### config.mk
export PLATFORM = sky130hd
export DESIGN_NAME = blocking_caveat_core
export DESIGN_NICKNAME = d
export VERILOG_FILES = /design/src/rtl/blocking_caveat_core.sv
export SDC_FILE = /design/constraint.sdc
export NUM_CORES = 1
export LEC_CHECK = 0
export ABC_AREA = 1
export CAP_MARGIN = 10
export CORE_MARGIN = 5
export CORE_UTILIZATION = 46
export DETAILED_ROUTE_END_ITERATION = 7
export GPL_ROUTABILITY_DRIVEN = 1
export GPL_TIMING_DRIVEN = 0
export HOLD_SLACK_MARGIN = 0.08
export PLACE_DENSITY = 0.75
export SETUP_SLACK_MARGIN = 0.05
export SKIP_LAST_GASP = 1
export SYNTH_ARGS = -nofsm -noshare
export SYNTH_HDL_FRONTEND = slang
export SYNTH_SLANG_ARGS = --single-unit
### constraint.sdc
create_clock -name clk -period 1.2 [get_ports clk]
set_input_delay 0.24 -clock clk [delete_from_list [all_inputs] [get_ports clk]]
set_output_delay 0.24 -clock clk [all_outputs]
set_load 0.05 [all_outputs]
### src/rtl/blocking_caveat_core.sv
// Registered (a|b)&c next to a copy whose OR term is taken one cycle late.
// The copy mimics a blocking-assignment ordering bug; a flag and a saturating counter report where the two disagree.
module blocking_caveat_core #(
  parameter int CNT_W = 16
) (
  input  logic             clk,
  input  logic             reset_n,
  input  logic             a,
  input  logic             b,
  input  logic             c,
  input  logic             cnt_clr,
  output logic             d,
  output logic             d_stale,
  output logic             mismatch,
  output logic [CNT_W-1:0] mismatch_cnt
);

  localparam logic [CNT_W-1:0] CNT_MAX = '1;

  logic             r_x;
  logic             r_d;
  logic             r_d_stale;
  logic             r_mismatch;
  logic [CNT_W-1:0] r_cnt;

  logic w_or;
  logic w_d_next;
  logic w_stale_next;
  logic w_mis_next;

  assign w_or         = a | b;
  assign w_d_next     = w_or & c;
  // The stale path reads the OR term held in r_x, which is the value from before this edge.
  assign w_stale_next = r_x & c;
  assign w_mis_next   = w_d_next ^ w_stale_next;

  always_ff @(posedge clk) begin
    if (!reset_n) begin
      r_x        <= 1'b0;
      r_d        <= 1'b0;
      r_d_stale  <= 1'b0;
      r_mismatch <= 1'b0;
      r_cnt      <= '0;
    end else begin
      r_x        <= w_or;
      r_d        <= w_d_next;
      r_d_stale  <= w_stale_next;
      r_mismatch <= w_mis_next;
      if (cnt_clr) begin
        r_cnt <= '0;
      end else if (w_mis_next && (r_cnt != CNT_MAX)) begin
        r_cnt <= r_cnt + 1'b1;
      end
    end
  end

  assign d            = r_d;
  assign d_stale      = r_d_stale;
  assign mismatch     = r_mismatch;
  assign mismatch_cnt = r_cnt;

endmodule

==> impl_metrics.env <==
export IMPL_run_status="complete, but fails checks"
export IMPL_failed_checks="setup timing"
export IMPL_synthesis_nets=192
export IMPL_antenna_diode_count=0
export IMPL_finalWeightedCongestion=0.879
export IMPL_die_area_um2=3850
export IMPL_min_period_ns=1.37
export IMPL_worstSetupPathType="reg2reg"
export IMPL_totalWireLength_mm=3.16
export IMPL_synth_top_cell_by_area="dfxtp_1"
export IMPL_tritoncts="done"
export IMPL_h_tree_depth=1
export IMPL_layout_nets=231
export IMPL_grt_max_degree=12
export IMPL_instances_no_fill=253
export IMPL_ys_types=24
export IMPL_synth_ff_latch_count=20
export IMPL_initial_core_util=0.490
export IMPL_clock_latency_ns=0.31
export IMPL_portBuffers=24
export IMPL_synth_enable_flop_cells=0
export IMPL_root_buffer="clkbuf_4"
export IMPL_synth_most_common_cell="nand2_1"
export IMPL_hp_start="r_x"
export IMPL_netlist_top_cells_area="dfxtp_1 (32%), nand2_1 (15%), nor2_1 (14%)"
export IMPL_clock_sinks=20
export IMPL_fp_row_count=18
export IMPL_route_detailed_vias_per_inst=5.06
export IMPL_max_vdd_ir_drop_v=0.000548
export IMPL_drt_drc_violations_left=0
export IMPL_yosys_top_cells_count="nand2_1 (49), nor2_1 (47), dfxtp_1 (20)"
export IMPL_via_count=1279
export IMPL_top_layer_used="met4"
export IMPL_final_design_area_no_fill_um2=1790
export IMPL_transition_time_at_the_pin_with_the_least_slew_margin_ns=0.207
export IMPL_min_delay_path_class="reg2reg"
export IMPL_grt_antenna_before_repair=0
export IMPL_vias_in_the_first_global_route=1183
export IMPL_worst_clock_skew_on_the_final_layout_ns=0.00106
export IMPL_pre_cts_slack_ns=-0.666
export IMPL_yosysTopAreaCellShare=0.321
export IMPL_crit_path_start_kind="flop"
export IMPL_chipHeight_um=62.1
export IMPL_rsz0062_at_grt="true"
export IMPL_cts_clk_slew_worst_paths_ns=0.12
export IMPL_worst_path_required_time_ns=1.42
export IMPL_max_clk_rate_mhz=728
export IMPL_worst_slack_ns=-0.173
export IMPL_synth_ff_type="dfxtp_1"
export IMPL_timing_critical_path_to_type="flop"
export IMPL_dp_cells=239
export IMPL_synthesis_area_um2=1250
export IMPL_max_slew_margin=0.862
export IMPL_grt_overflow_total=0
export IMPL_boundaryPins=25
export IMPL_grtUsageTotal=0.179
export IMPL_critPathLaunch="mismatch_cnt[1]"
export IMPL_finalCritPeriodShare=1.14
export IMPL_wl_met1_mm=1.32
export IMPL_drt_first_pass_iters=4
export IMPL_critical_path_arrival_ns=1.59
export IMPL_setup_violations_final=17
export IMPL_reg2reg_from="mismatch_cnt[1]"
export IMPL_p_leak_nw=0.746
export IMPL_final_max_slew_violation_count=0
export IMPL_dieWidth_um=62.1
export IMPL_layout_area_overhead_vs_synth_pct=43.7
export IMPL_final_fill_count=213
export IMPL_yosysWarnings=0
export IMPL_amount_of_wire_on_met3_after_detailed_routing_um=132
export IMPL_final_layout_size_suffix_gt1_frac=0.417
export IMPL_route_detailed_wl_per_inst_um=12.5
export IMPL_netlist_instances=185
export IMPL_cellPowerDensity_nw_per_um2=690
export IMPL_hold_viol=0
export IMPL_final_antenna_net_count=0
export IMPL_postPlaceCellArea_um2=1590
export IMPL_hpwl_mm=2.22
export IMPL_max_cap_viol_count=0
export IMPL_finalSetupTns_ns=-2.08
export IMPL_cp_max_fo=4
export IMPL_grt_first_pass_wirelength_mm=5.07
export IMPL_drt_iter0_drc=59
export IMPL_cts_made_buffers=3
export IMPL_cts_max_path_buffers=2
export IMPL_wl_met2_mm=1.69
export IMPL_synth_seq_area_share=0.321
export IMPL_coreArea_um2=2540
export IMPL_postSynth_asyncResetShare=0
export IMPL_fin_total_pwr_w=0.00124
export IMPL_post_synthesis_mean_instance_area_um2=6.74
## layout by cell type (no fill, tap or decap), drive strengths merged
cell,instances
nand2,58
nor2,55
buf,29
dfxtp,20
inv,17
nand3,10
clkbuf,6
nand4,5
clkdlybuf4s50,5
a21oi,5
o21ai,3
clkinv,2
nor3,2
a21boi,2
a31oi,1
nand3b,1
xor2,1
ha,1
## cell families after synthesis
group	after synthesis	synth area share
AO/OA/AOI/OAI	11	0.0552
XOR/XNOR	1	0.00703
adder cells (fa/ha/maj)	1	0.0100
buffers and inverters	21	0.0773
flip-flops	20	0.321
AND/OR/NAND/NOR	131	0.529
## worst paths after layout
path | depth (start not counted) | end | slack, ns
worst min register to register | 2 | d_stale | 0.48
worst min-delay path | 2 | d_stale | 0.48
worst max register to register | 9 | mismatch_cnt[4] | -0.17
worst max-delay path | 9 | mismatch_cnt[4] | -0.17
## per-stage QoR
stage,hold slack (ns),utilization
global route,0.500,0.704
detailed placement,0.467,0.626
CTS,0.485,0.658
global placement,0.460,0.626
floorplan,0.361,-
finish,0.478,0.704
## worst max-delay path: stages, from the launching register on
cell and delay [ns]:
dfxtp_4 0.39, ha_4 0.16, nand2_4 0.06, nor2_4 0.16, buf_4 0.14, nand2_1 0.06
nor2_2 0.15, nand2_1 0.06, nand2_1 0.06, nor2_1 0.04
## layout make-up
| class | instances | area, µm² | share of cell area |
|---|---|---|---|
| inverter | 19 | 81.3 | 0.0454 |
| buffer | 2 | 16.3 | 0.00908 |
| sequential | 20 | 455 | 0.254 |
| clock buffer | 4 | 36.3 | 0.0203 |
| multi-input combinational | 144 | 843 | 0.471 |
| timing repair buffer | 34 | 320 | 0.179 |
| tap | 30 | 37.5 | 0.0210 |
## power breakdown
group	leakage (nW)	internal, W	switching, W	total (W)
combinational	0.551	0.0000624	0.000108	0.000171
clock	0.0210	0.000185	0.000226	0.000411
sequential	0.174	0.000646	0.00000789	0.000653
total	0.746	0.000893	0.000342	0.00124
## routing by layer
metal  vias to the layer above  global-route usage
met5                         -                   0
met4                         0              0.0636
met3                         2              0.0372
met2                        32               0.331
met1                       591               0.199
li1                        654                   -
## state kept, by name, summed over array words and instances (netlist names)
signal / count
d: 1
mismatch_cnt: 16
mismatch: 1
r_x: 1
d_stale: 1
## timing repair
action | 4_1_cts | 5_1_grt
hold buffers | 0 | 0
setup endpoints to repair | 35 | 34
resized for setup | 134 | 25
buffers inserted | 3 | 7
cloned | 0 | 0
pin swaps | 7 | 6
(Power assumes the default switching activity.)
